File: config.mk
export PLATFORM = sky130hd
export DESIGN_NAME = mem_stage
export DESIGN_NICKNAME = d
export VERILOG_FILES = /design/src/rtl/mem_stage.sv
export SDC_FILE = /design/constraint.sdc
export NUM_CORES = 1
export LEC_CHECK = 0
export CORE_ASPECT_RATIO = 1.2
export CORE_MARGIN = 2
export CORE_UTILIZATION = 35
export CTS_CLUSTER_DIAMETER = 100
export DETAILED_ROUTE_END_ITERATION = 7
export HOLD_SLACK_MARGIN = 0.15
export PLACE_DENSITY_LB_ADDON = 0.1
export SYNTH_ARGS = -nofsm -noshare
export SYNTH_HDL_FRONTEND = slang
export SYNTH_SLANG_ARGS = --single-unit
File: constraint.sdc
create_clock -name clk -period 3.8 [get_ports clk]
set_input_delay 0.38 -clock clk [delete_from_list [all_inputs] [get_ports clk]]
set_output_delay 0.38 -clock clk [all_outputs]
set_load 0.005 [all_outputs]
File: src/rtl/mem_stage.sv
// mem_stage: EX->WB memory-access stage with RV32I branch resolution and a wait-state tolerant data-memory port.
// Define MEM_MISALIGN_TRAP_EN to flag misaligned halfword/word accesses instead of forcing them aligned.
module mem_stage #(
  parameter int ADDR_W = 32,
  parameter int REG_W  = 5,
  parameter int WB_W   = 2
) (
  input  logic              clk,
  input  logic              rst,
  input  logic              in_valid,
  output logic              stall_out,
  input  logic              mem_read,
  input  logic              mem_write,
  input  logic              branch,
  input  logic [2:0]        funct3,
  input  logic              zero,
  input  logic              lt,
  input  logic              ltu,
  input  logic [31:0]       alu_result,
  input  logic [31:0]       store_data,
  input  logic [REG_W-1:0]  rd_in,
  input  logic [WB_W-1:0]   wb_ctrl_in,
  output logic              dmem_req,
  output logic              dmem_we,
  output logic [3:0]        dmem_be,
  output logic [ADDR_W-1:0] dmem_addr,
  output logic [31:0]       dmem_wdata,
  input  logic [31:0]       dmem_rdata,
  input  logic              dmem_ack,
  output logic              out_valid,
  output logic [31:0]       alu_out,
  output logic [31:0]       load_data,
  output logic [REG_W-1:0]  rd_out,
  output logic [WB_W-1:0]   wb_ctrl_out,
  output logic              branch_taken,
  output logic              misalign_err
);

  typedef enum logic {IDLE, ACCESS} state_t;
  typedef enum logic [1:0] {SZ_BYTE, SZ_HALF, SZ_WORD} size_t;

  state_t r_state, w_next;
  size_t  w_size, r_size;

  logic              w_accept, w_ack, w_is_load, w_is_store, w_misalign, w_go_access, w_taken;
  logic [1:0]        w_off, r_off;
  logic [3:0]        w_be, r_be;
  logic [31:0]       w_wdata, r_wdata, w_lane, w_ld_ext;
  logic [ADDR_W-1:0] w_addr, r_addr;
  logic              r_we, r_ld, r_unsigned, r_out_valid, r_taken;
  logic [31:0]       r_alu_out, r_load_data;
  logic [REG_W-1:0]  r_rd;
  logic [WB_W-1:0]   r_wb;

  // Request decode from the EX-side inputs.
  // NOTE: every signal gets a default at the top of an always_comb so no path can leave it unassigned and infer a latch.
  always_comb begin
    w_is_store = mem_write;
    w_is_load  = mem_read & ~mem_write;
    w_addr     = ADDR_W'(alu_result) & ~ADDR_W'(3);
    w_size     = SZ_WORD;
    w_off      = 2'b00;
    w_be       = 4'b1111;
    w_wdata    = store_data;
    w_misalign = 1'b0;
    w_taken    = 1'b0;
    case (funct3[1:0])
      2'b00: begin
        w_size  = SZ_BYTE;
        w_off   = alu_result[1:0];
        w_wdata = {4{store_data[7:0]}};
      end
      2'b01: begin
        w_size  = SZ_HALF;
        w_off   = {alu_result[1], 1'b0};
        w_wdata = {2{store_data[15:0]}};
      end
      default: ;
    endcase
    if (w_is_store) begin
      case (w_size)
        SZ_BYTE: w_be = 4'b0001 << w_off;
        SZ_HALF: w_be = 4'b0011 << w_off;
        default: w_be = 4'b1111;
      endcase
    end
`ifdef MEM_MISALIGN_TRAP_EN
    w_misalign = (w_is_load | w_is_store) &
                 (((w_size == SZ_HALF) & alu_result[0]) |
                  ((w_size == SZ_WORD) & (alu_result[1:0] != 2'b00)));
`endif
    w_go_access = (w_is_load | w_is_store) & ~w_misalign;
    if (branch) begin
      case (funct3)
        3'b000:  w_taken = zero;
        3'b001:  w_taken = ~zero;
        3'b100:  w_taken = lt;
        3'b101:  w_taken = ~lt;
        3'b110:  w_taken = ltu;
        3'b111:  w_taken = ~ltu;
        default: w_taken = 1'b0;
      endcase
    end
  end

  // Next state and memory-port outputs; the port is driven only from captured request registers.
  always_comb begin
    w_next     = r_state;
    w_accept   = 1'b0;
    w_ack      = 1'b0;
    stall_out  = 1'b0;
    dmem_req   = 1'b0;
    dmem_we    = 1'b0;
    dmem_be    = 4'b0000;
    dmem_addr  = '0;
    dmem_wdata = '0;
    case (r_state)
      IDLE: begin
        w_accept = in_valid;
        if (in_valid && w_go_access) w_next = ACCESS;
      end
      ACCESS: begin
        stall_out  = 1'b1;
        dmem_req   = 1'b1;
        dmem_we    = r_we;
        dmem_be    = r_be;
        dmem_addr  = r_addr;
        dmem_wdata = r_wdata;
        if (dmem_ack) begin
          w_ack  = 1'b1;
          w_next = IDLE;
        end
      end
      default: w_next = IDLE;
    endcase
  end

  always_comb begin
    w_lane = dmem_rdata >> {r_off, 3'b000};
    case (r_size)
      SZ_BYTE: w_ld_ext = {{24{~r_unsigned & w_lane[7]}}, w_lane[7:0]};
      SZ_HALF: w_ld_ext = {{16{~r_unsigned & w_lane[15]}}, w_lane[15:0]};
      default: w_ld_ext = dmem_rdata;
    endcase
  end

  // NOTE: state is updated with non-blocking assignments so every register samples pre-edge values; reset is synchronous.
  always_ff @(posedge clk) begin
    if (!rst) r_state <= IDLE;
    else      r_state <= w_next;
  end

  always_ff @(posedge clk) begin
    if (!rst) begin
      r_we <= 1'b0; r_be <= '0; r_addr <= '0; r_wdata <= '0;
      r_ld <= 1'b0; r_size <= SZ_WORD; r_off <= '0; r_unsigned <= 1'b0;
      r_out_valid <= 1'b0; r_alu_out <= '0; r_load_data <= '0;
      r_rd <= '0; r_wb <= '0; r_taken <= 1'b0;
    end else begin
      r_out_valid <= 1'b0;
      if (w_accept) begin
        r_we        <= w_is_store;
        r_be        <= w_be;
        r_addr      <= w_addr;
        r_wdata     <= w_wdata;
        r_ld        <= w_is_load;
        r_size      <= w_size;
        r_off       <= w_off;
        r_unsigned  <= funct3[2];
        r_alu_out   <= alu_result;
        r_rd        <= rd_in;
        r_wb        <= wb_ctrl_in;
        r_taken     <= w_taken;
        r_load_data <= '0;
        r_out_valid <= ~w_go_access;
      end
      if (w_ack) begin
        r_out_valid <= 1'b1;
        if (r_ld) r_load_data <= w_ld_ext;
      end
    end
  end

`ifdef MEM_MISALIGN_TRAP_EN
  logic r_misalign;
  always_ff @(posedge clk) begin
    if (!rst)          r_misalign <= 1'b0;
    else if (w_accept) r_misalign <= w_misalign;
  end
  assign misalign_err = r_misalign;
`else
  assign misalign_err = 1'b0;
`endif

  assign out_valid    = r_out_valid;
  assign alu_out      = r_alu_out;
  assign load_data    = r_load_data;
  assign rd_out       = r_rd;
  assign wb_ctrl_out  = r_wb;
  assign branch_taken = r_taken;

endmodule

# Word-level counts from Yosys, hierarchy flattened
# Index checks and enable logic that the tools add are counted.
# totals
inputBits	116
elab_cells	66
reg_bits	147
# op_classes
eq_ne	8
shifts	3
n_reduce_logical	5
n_bitwise	11
mux	24
# op_table
op	n
two-way mux 32 bit	5
case mux 32 bit (2 select lines)	2
right shift 32 x 5 -> 16 bit	1
equality test 3 bit, second input constant	4
two-way mux 1 bit	10
two-way mux 4 bit	2
case mux 2 bit (2 select lines)	2
case mux 4 bit (2 select lines)	1
NOT 1 bit	7
equality test 2 x 1 -> 1 bit, second input constant	3
zero test 2 bit	3
case mux 1 bit (6 select lines)	1
left shift 1 x 2 -> 4 bit, first input constant	1
left shift 2 x 2 -> 4 bit, first input constant	1
bitwise AND 1 bit	3
equality test 3 x 1 -> 1 bit, second input constant	1
zero test 3 bit	1
case mux 1 bit (2 select lines)	1
logical AND 1 bit	1
OR 1 bit	1

# Depth between registers and ports, before layout
# Gate-level depths: netlist of run 1.
# depth
word_depth	6
mapped_depth	7
depth_no_buf	4

# Worst setup path before layout of run 1
# Ideal clock, no wire load.
# synth_timing
path_kind	input to register
startpoint	input rst
endpoint	register r_load_data[16] (netlist: load_data[16])
path_buffers	4
setup_slack_ns	2.176
arrival_time_ns	1.503
setup_time_ns	0.122
required_ns	3.678
path_stages	7
cell_sequence	buf_6 and4_4 buf_6 and2_1 buf_6 buf_6 a221o_1
# synth_lines
element	line	source
start, declared	9	input logic rst,
end signal, assigned	179	if (r_ld) r_load_data <= w_ld_ext;
end, declared	51	logic [31:0] r_alu_out, r_load_data;

# Final worst setup path of run 1
# layout_timing
startpoint	register r_state
endpoint	output dmem_wdata[6]
# layout_between
elab_chain_len	1
# layout_lines
element	line	source
start, declared	42	state_t r_state, w_next;
start signal, assigned	150	else r_state <= w_next;
two-way mux 32 bit	117	case (r_state)
end, declared	27	output logic [31:0] dmem_wdata,
# Every way passes these cells.

==> summary.txt, run 1 <==
Outcome = finished clean
Async set-reset flop share out of synthesis = 0
Synth top area cells = dfxtp_1, nand2_1, and2_1
Final antenna-violating net count = 0
Unique masters post-synth = 44
Ys flop type = dfxtp_1
Post-synth EDFFs = 0
Max Slew Vio Count = 0
FP Rows = 50
DRT Wirelength = 18200 um
Clock Tree Buf Depth = 2
Crit path DAT = 2.29 ns
Starting Density = 0.355
P_leak = 3.23 nW
Hold Vio Cnt, Final = 0
Crit-path cells = and2_1, clkdlybuf4s50_1
Max Used Layer = met4
H-tree levels = 4
Register area share after synthesis = 0.426
Max rail drop VDD = 246 uV
Util after Layout = 0.565
RSZ-0062 raised after global routing = false
Total Power = 3.48 mW
Root Driver = clkbuf_16
Hpwl dp = 13400 um
Cell at the slowest stage of the critical path = dfxtp_2
CP Max Fanout = 75
Vias/cell = 5.02
Drc violations = 0
Die height = 141 um
Share of layout cells above drive strength 1 = 0.0635
Type of the worst min-delay path = reg2reg
Fin cells = 1123
CTS buffer count = 17
Post-Route M1 WL = 7580 um
Placed cells = 1090
GP Congestion = 0.836
Hold-fix buffers, CTS = 0
Setup_tns = 0 ns
Final min period = 2.67 ns
Fmax = 0.374 GHz
Most common cell after layout, fill and taps aside = clkdlybuf4s50_1
Layout net count = 1017
Synthesized instance count = 676
DR iter-0 viols = 327
Period utilisation layout = 0.704
Mapped Avg Cell Area = 8.13 um^2
PwrDens = 399 mW/mm^2
Number of antenna violations at the first check in global routing = 1
Slew HR = 0.242
Pre-CTS setup slack = 1.24 ns
Area share of the largest cell type after synthesis = 0.426
Vias in the first global route = 5449
Most frequent cells in the layout = clkdlybuf4s50_1, nand2_1, dfxtp_1
First-pass GRT wire length = 28300 um
FF+latch count, synth = 117
Port bufs = 257
IO Pins = 261
CTS tree = done
Drt wl/cell = 16.2 um
Clock Latency Late Sink = 0.41 ns
Setup ws final = 1.13 ns
Post-CTS Resized = 0
Total GRT Usage = 0.211
Die width = 118 um
Mapped Area = 0.00549 mm^2
Ys Warns = 0
Setup bufs post-CTS = 0
1st-pass router iterations = 4
Number of clock sinks = 117
Worst setup SP type = flop
Vias = 5635
Max-Cap Viols = 0
Largest net degree at the start of global routing = 76
Worst Setup Path Type = reg2out
Clock Pin Slew Worst Setup and Hold Paths = 0.05 ns
Met3 Routed Length = 1140 um
Met2 Routed Length = 9170 um
Critical Path RT = 3.42 ns
Final setup skew = 0.00832 ns
Core area = 0.0155 mm^2
Largest area contributor in the netlist = dfxtp_1
Final Setup Violations = 0
Area added between synthesis and finish = 58.8%
GRT overflow = 0
Worst Setup End Kind = primary output
Total die area = 0.0167 mm^2
CP peak stage delay = 1.08 ns
Worst-Margin Slew = 1.14 ns
## state kept, by name, summed over array words and instances, names as in the netlist
name and flops:
alu_out 32, load_data 32, r_wdata 32, rd_out 5
r_be 4, r_off 2, r_size 2, wb_ctrl_out 2
branch_taken 1, out_valid 1, r_ld 1, r_state 1
r_unsigned 1, r_we 1
## cells by family after synthesis
kind of cell | share of synthesized area
other cells | 0.000683
flops | 0.426
mux | 0.0617
compound gates | 0.200
xor+xnor | 0.00319
simple gates | 0.250
buf+inv | 0.0581
## cell type report
class | instances | area (um^2)
Fill cell | 1472 | 6730
Multi-Input combinational cell | 496 | 2850
Timing Repair Buffer | 267 | 2650
Sequential cell | 117 | 2340
Clock buffer | 18 | 429
Tap cell | 208 | 260
Clock inverter | 14 | 185
Inverter | 2 | 7.51
Antenna cell | 1 | 2.50
## cells in the mapped netlist, drive strengths merged, types with 2 or more instances
library cell	n
inv	2
a22oi	2
a221o	16
and2b	2
dfxtp	117
nand3	4
nor2b	4
nand3b	5
a222oi	5
o211a	3
a311oi	10
or3	2
mux2	7
nor3b	3
a21oi	82
buf	32
xnor2	2
nand4	2
and2	69
nor3	3
nand2b	9
a211oi	16
o21ai	34
mux2i	26
nor2	28
clkbuf	31
nand2	151
## critical path: cells and delay by family (launching register included)
kind | cells | cell delay (ns)
and+or+nand+nor | 1 | 0.29
buffers and inverters | 1 | 0.51
DFF | 1 | 1.08
## path summary, 6_finish.rpt
| kind | slack (ns) | endpoint | cells after the start | startpoint |
|---|---|---|---|---|
| max | 1.13 | dmem_wdata[6] | 2 | r_state$_SDFF_PN0_ |
| min | 0.45 | r_wdata[1]$_SDFFE_PN0P_ | 2 | r_wdata[1]$_SDFFE_PN0P_ |
| max reg2reg | 1.27 | r_be[0]$_SDFFE_PN0P_ | 5 | r_state$_SDFF_PN0_ |
| min reg2reg | 0.45 | r_wdata[1]$_SDFFE_PN0P_ | 2 | r_wdata[1]$_SDFFE_PN0P_ |
## layer usage
metal  global-route usage  up-vias
li1                     -     2764
met1                0.249     2647
met2                0.370      204
met3               0.0546       20
met4               0.0742        0
met5                    0        -
## power breakdown
group	leakage [nW]	total, mW	switching (mW)	internal (mW)
clock network	0.295	1.66	0.567	1.09
logic	1.98	0.475	0.208	0.267
registers	0.958	1.34	0.0551	1.29
total	3.23	3.48	0.830	2.65
## stage by stage
stage	instance area (um^2)	hold WS, ns
floorplan	5500	0.432
global route	8720	0.469
finish	8720	0.449
CTS	8720	0.451
detailed placement	8110	0.444
global placement	8110	0.439
Note: power is estimated with default switching activity, not from simulation.
==> inputs of run 2 (changes only) <==
clock period = 2.39 ns   (was 3.8 ns; I/O delays follow)
==> run 2 against run 1 <==
Via count shrank 0.57%; core utilization is 0.91 points higher; design area increased by 1.6%; clock skew shrank 0.0035 ns; setup slack got worse by 0.94 ns; clock power grew 72%; global-route usage grew 0.14 points; largest cell class unchanged; largest power group unchanged.
==> summary.txt, run 2 (synthesis gave the netlist of run 1 again) <==
Outcome = finished clean
RSZ-0062 raised after global routing = false
Final instance area = 0.00886 mm^2 (+1.6%)
CP Max Fanout = 26 (-65%)
Sw Ratio = 0.223 (-0.0154)
Port bufs = 257 (unchanged)
Fmax = 0.453 GHz
DR iter-0 viols = 280 (-14%)
CTS tree = done
Starting Density = 0.355 (unchanged)
Drc violations = 0 (unchanged)
Period utilisation layout = 0.924
Worst Setup End Kind = primary output
Most frequent cells in the layout = clkdlybuf4s50_1, nand2_1, dfxtp_1
Hold-fix buffers, CTS = 0 (unchanged)
Reg power frac = 0.367 (-0.020)
Total die area = 0.0167 mm^2 (unchanged)
PwrDens = 651 mW/mm^2 (+63%)
Clock Latency Late Sink = 0.42 ns (about the same)
Setup bufs post-CTS = 0 (unchanged)
CTS buffer count = 17 (unchanged)
Largest net degree at the start of global routing = 90 (+18%)
GRT overflow = 0 (unchanged)
Vias in the first global route = 5343 (-1.9%)
Hold_sp = rd_in[3]
Final setup skew = 0.00480 ns (-0.00352 ns)
IO Pins = 261 (unchanged)
Worst Hold Slack = 0.374 ns (-0.0749 ns)
Max-Cap Viols = 0 (unchanged)
Slew HR = 0.587 (+0.345)
Worst setup SP type = flop
P_leak = 3.31 nW (+2.5%)
Clock Pin Slew Worst Setup and Hold Paths = 0.05 ns (about the same)
Area added between synthesis and finish = 61.4%
Vias = 5603 (-0.57%)
Post-CTS Resized = 0 (unchanged)
Met3 Routed Length = 1340 um (+18%)
Number of clock sinks = 117 (unchanged)
Number of antenna violations at the first check in global routing = 0 (-1)
Core area = 0.0155 mm^2 (unchanged)
Final Setup Violations = 0 (unchanged)
Crit path launch = r_state$_SDFF_PN0_
Worst Setup Path Type = reg2out
Critical Path RT = 2.15 ns (-1.27 ns)
Hpwl dp = 13100 um (-1.9%)
Psw = 1.29 mW (+55%)
Max Slew Vio Count = 0 (unchanged)
Layout net count = 1025 (+0.79%)
Total GRT Usage = 0.213 (+0.00139)
GP Congestion = 0.844 (+0.87%)
R2r startpoint = r_off[1]$_SDFFE_PN0P_
1st-pass router iterations = 7 (+3)
Internal = 4.48 mW (+69%)
Post-Route M1 WL = 7600 um (+0.33%)
Crit path DAT = 1.97 ns (-0.32 ns)
Reg2reg setup slack = 0.59 ns (-0.68 ns)
Type of the worst min-delay path = in2reg
FP Rows = 50 (unchanged)
Clock Tree Buf Depth = 2 (unchanged)
Diodes inserted = 0 (-1)
Comb pwr share = 0.138 (about the same)
Hold Vio Cnt, Final = 0 (unchanged)
Max Used Layer = met4
H-tree levels = 4 (unchanged)
Area of placed instances = 0.00821 mm^2 (+1.2%)
Met2 Routed Length = 8740 um (-4.8%)
Drt wl/cell = 16.1 um (-0.80%)
Worst-Margin Slew = 0.617 ns (-0.520 ns)
First-pass GRT wire length = 28200 um (-0.29%)
Vias/cell = 4.97 (-1.0%)
DRT Wirelength = 18100 um (-0.36%)
Die height = 141 um (unchanged)
Most common cell after layout, fill and taps aside = clkdlybuf4s50_1
Max rail drop VDD = 339 uV (+38%)
Clock Power Share = 0.496 (+0.019)
Setup_tns = 0 ns (unchanged)
Die width = 118 um (unchanged)
Final antenna-violating net count = 0 (unchanged)
Util after Layout = 0.574 (+0.00907)
Root Driver = clkbuf_16
Final min period = 2.21 ns
Share of layout cells above drive strength 1 = 0.0696 (+0.00611)
==> run 2: layout make-up <==
cell class | count | area [um^2]
fill | 1422 | 6590
multi-input combinational | 496 | 2850
timing repair buffer | 275 | 2750
sequential | 117 | 2340
clock buffer | 20 | 457
tap | 208 | 260
clock inverter | 10 | 203
inverter | 2 | 7.51
==> run 2: worst max-delay path, stage by stage, from the launching register on <==
cell             delay (ns)
dfxtp_2                0.61
buf_4                  0.28
and2_1                 0.14
clkdlybuf4s50_1        0.51
==> run 2: through the flow <==
stage | total power, mW | setup slack (ns) | instances
final | 5.77 | 0.182 | 1128
after floorplan | 2.49 | 0.809 | 678
after detailed placement | 2.95 | 0.292 | 1098
after global placement | 2.93 | 0.383 | 1098
after CTS | 5.82 | 0.129 | 1128
after global routing | 5.98 | 0.0731 | 1128
==> run 2: final timing paths <==
path,to,cells past startpoint
max,dmem_we,3
min,rd_out[3]$_SDFFE_PN0P_,3
max reg2reg,load_data[12]$_SDFF_PN0_,5
min reg2reg,r_wdata[27]$_SDFFE_PN0P_,2
==> run 2: power by group through the flow <==
| stage | Combinational (mW) | Clock (mW) | Sequential (mW) |
|---|---|---|---|
| after floorplan | 0.349 | 0 | 2.14 |
| after global placement | 0.785 | 0 | 2.15 |
| after detailed placement | 0.797 | 0 | 2.16 |
| after CTS | 0.801 | 2.91 | 2.12 |
| after global routing | 0.864 | 2.99 | 2.13 |
| final | 0.794 | 2.86 | 2.11 |
==> run 2: metal layers <==
layer | global-route usage | vias to the layer above
li1 | - | 2777
met1 | 0.248 | 2576
met2 | 0.354 | 214
met3 | 0.0704 | 36
met4 | 0.0970 | 0
met5 | 0 | -
==> inputs of run 3 (changes only) <==
CORE_UTILIZATION = 37   (was 35)
==> run 3 against run 2 <==
Critical path depth stayed put; core utilization is 3.4 points higher; combinational power is 0.6% lower; critical path type unchanged.
==> summary.txt, run 3 (synthesis gave the netlist of run 1 again) <==
Outcome = finished clean
P_leak = 3.28 nW (-0.96%)
Filler instances = 1317 (-7.4%)
Die width = 115 um (-2.6%)
Setup bufs post-CTS = 0 (unchanged)
Drc violations = 0 (unchanged)
Core area = 0.0145 mm^2 (-6.3%)
Port bufs = 257 (unchanged)
Total die area = 0.0158 mm^2 (-5.2%)
Most frequent cells in the layout = clkdlybuf4s50_1, nand2_1, dfxtp_1
First-pass GRT wire length = 27000 um (-4.5%)
GP Congestion = 0.824 (-2.3%)
Capturing point of the worst reg2reg path = load_data[23]$_SDFF_PN0_
Most common cell after layout, fill and taps aside = clkdlybuf4s50_1
Post-CTS Resized = 0 (unchanged)
Number of clock sinks = 117 (unchanged)
Reg2reg setup slack = 0.48 ns (-0.11 ns)
Reg area = 0.00234 mm^2 (unchanged)
Largest net degree at the start of global routing = 90 (unchanged)
Vias = 5582 (-0.37%)
Reg2Reg Depth = 4 (-1)
Worst Setup End Kind = primary output
Final min period = 2.17 ns (-0.0417 ns)
Total GRT Usage = 0.216 (+0.00287)
Slew HR = 0.536 (-0.0515)
Starting Density = 0.379 (+0.0240)
CTS buffer count = 17 (unchanged)
Final Setup Violations = 0 (unchanged)
Hold Crit Depth = 3 (unchanged)
Worst-Margin Slew = 0.695 ns (+0.0786 ns)
Vias/cell = 4.97 (about the same)
Max-Cap Viols = 0 (unchanged)
Vias in the first global route = 5303 (-0.75%)
Hold Vio Cnt, Final = 0 (unchanged)
Setup_tns = 0 ns (unchanged)
Area of placed instances = 0.00820 mm^2 (about the same)
RSZ-0062 raised after global routing = false
H-tree levels = 4 (unchanged)
R2r startpoint = r_state$_SDFF_PN0_
Internal = 4.10 mW (-8.4%)
Clock Latency Late Sink = 0.41 ns (about the same)
Worst setup SP type = flop
Final antenna-violating net count = 0 (unchanged)
DR iter-0 viols = 262 (-6.4%)
Die height = 137 um (-2.7%)
Type of the worst min-delay path = in2reg
DRT Wirelength = 17700 um (-2.4%)
Clock Pin Slew Worst Setup and Hold Paths = 0.05 ns (about the same)
Area added between synthesis and finish = 60.1%
Critical Path RT = 2.15 ns (about the same)
Clock Tree Buf Depth = 2 (unchanged)
Root Driver = clkbuf_16
CP Max Fanout = 25 (-3.8%)
Hold Path End = rd_out[1]$_SDFFE_PN0P_
IO Pins = 261 (unchanged)
Number of antenna violations at the first check in global routing = 0 (unchanged)
Period utilisation layout = 0.906 (-0.0174)
FP Rows = 48 (-4.0%)
Max rail drop VDD = 479 uV (+41%)
Crit path DAT = 1.93 ns (-0.04 ns)
Util after Layout = 0.607 (+0.0338)
GRT overflow = 0 (unchanged)
Clock Power Share = 0.464 (-0.032)
CTS tree = done
Final instance area = 0.00879 mm^2 (-0.82%)
Max Slew Vio Count = 0 (unchanged)
Hold_sp = rd_in[1]
Layout net count = 1027 (+0.20%)
Diodes inserted = 0 (unchanged)
Hold-fix buffers, CTS = 0 (unchanged)
Worst Setup Path Type = reg2out
Sw Ratio = 0.243 (+0.0194)
Fmax = 0.462 GHz (+1.9%)
PwrDens = 616 mW/mm^2 (-5.3%)
Share of layout cells above drive strength 1 = 0.0747 (+0.00511)
Comb pwr share = 0.146 (+0.008)
Drt wl/cell = 15.7 um (-2.1%)
Area of the multi-input gates = 0.00285 mm^2 (unchanged)
Hpwl dp = 13400 um (+1.9%)
Final setup skew = 0.00979 ns (+0.00499 ns)
1st-pass router iterations = 6 (-1)
Reg power frac = 0.390 (+0.023)
Psw = 1.31 mW (+2.1%)
[run 3: cell types whose count changed in the layout (fill, tap and decap cells not counted), sizes merged]
| cell | delta |
|---|---|
| buf | +2 |
| clkinv | +2 |
| bufinv | -4 |
| inv | +1 |
| clkinvlp | +3 |
[run 3: final cells by class]
cell class	instances	area share
Multi-Input combinational cell	496	0.324
Timing Repair Buffer	277	0.313
Sequential cell	117	0.267
Clock buffer	20	0.0531
Tap cell	200	0.0285
Clock inverter	12	0.0145
Inverter	2	0.000854
[run 3: power by group through the flow]
stage	combinational, mW	clock [mW]	sequential [mW]
after floorplan	0.349	0	2.14
after global placement	0.777	0	2.15
after detailed placement	0.791	0	2.16
after CTS	0.795	2.56	2.12
after global routing	0.861	2.66	2.13
final	0.789	2.51	2.12
[run 3: how the worst max path moves through the flow]
stage | from | end | depth (start not counted)
2_1_floorplan | r_state$_SDFF_PN0_ | load_data[16]$_SDFF_PN0_ | 7
3_3_place_gp | dmem_rdata[31] | load_data[31]$_SDFF_PN0_ | 6
3_5_place_dp | r_state$_SDFF_PN0_ | load_data[20]$_SDFF_PN0_ | 4
4_1_cts | r_state$_SDFF_PN0_ | dmem_addr[16] | 3
5_1_grt | r_state$_SDFF_PN0_ | dmem_addr[16] | 3
6_report | r_state$_SDFF_PN0_ | dmem_addr[7] | 3
[run 3: critical path: stages, from the launching register on]
cell and delay, ns:
dfxtp_2 0.57, buf_4 0.29, and2_1 0.16, clkdlybuf4s50_1 0.50
[run 3: layer usage]
layer | share of wire | global-route usage
met5 | 0 | 0
met4 | 0.019 | 0.0736
met3 | 0.063 | 0.0572
met2 | 0.50 | 0.367
met1 | 0.42 | 0.263
[run 3: through the flow]
stage / total power, mW / setup WS [ns] / hold WS (ns) / instances
floorplan: 2.49 / 0.809 / 0.375 / 678
global placement: 2.93 / 0.549 / 0.439 / 1092
CTS: 5.47 / 0.175 / 0.369 / 1124
finish: 5.42 / 0.224 / 0.384 / 1124
global route: 5.65 / 0.0827 / 0.374 / 1124
detailed placement: 2.95 / 0.479 / 0.443 / 1092
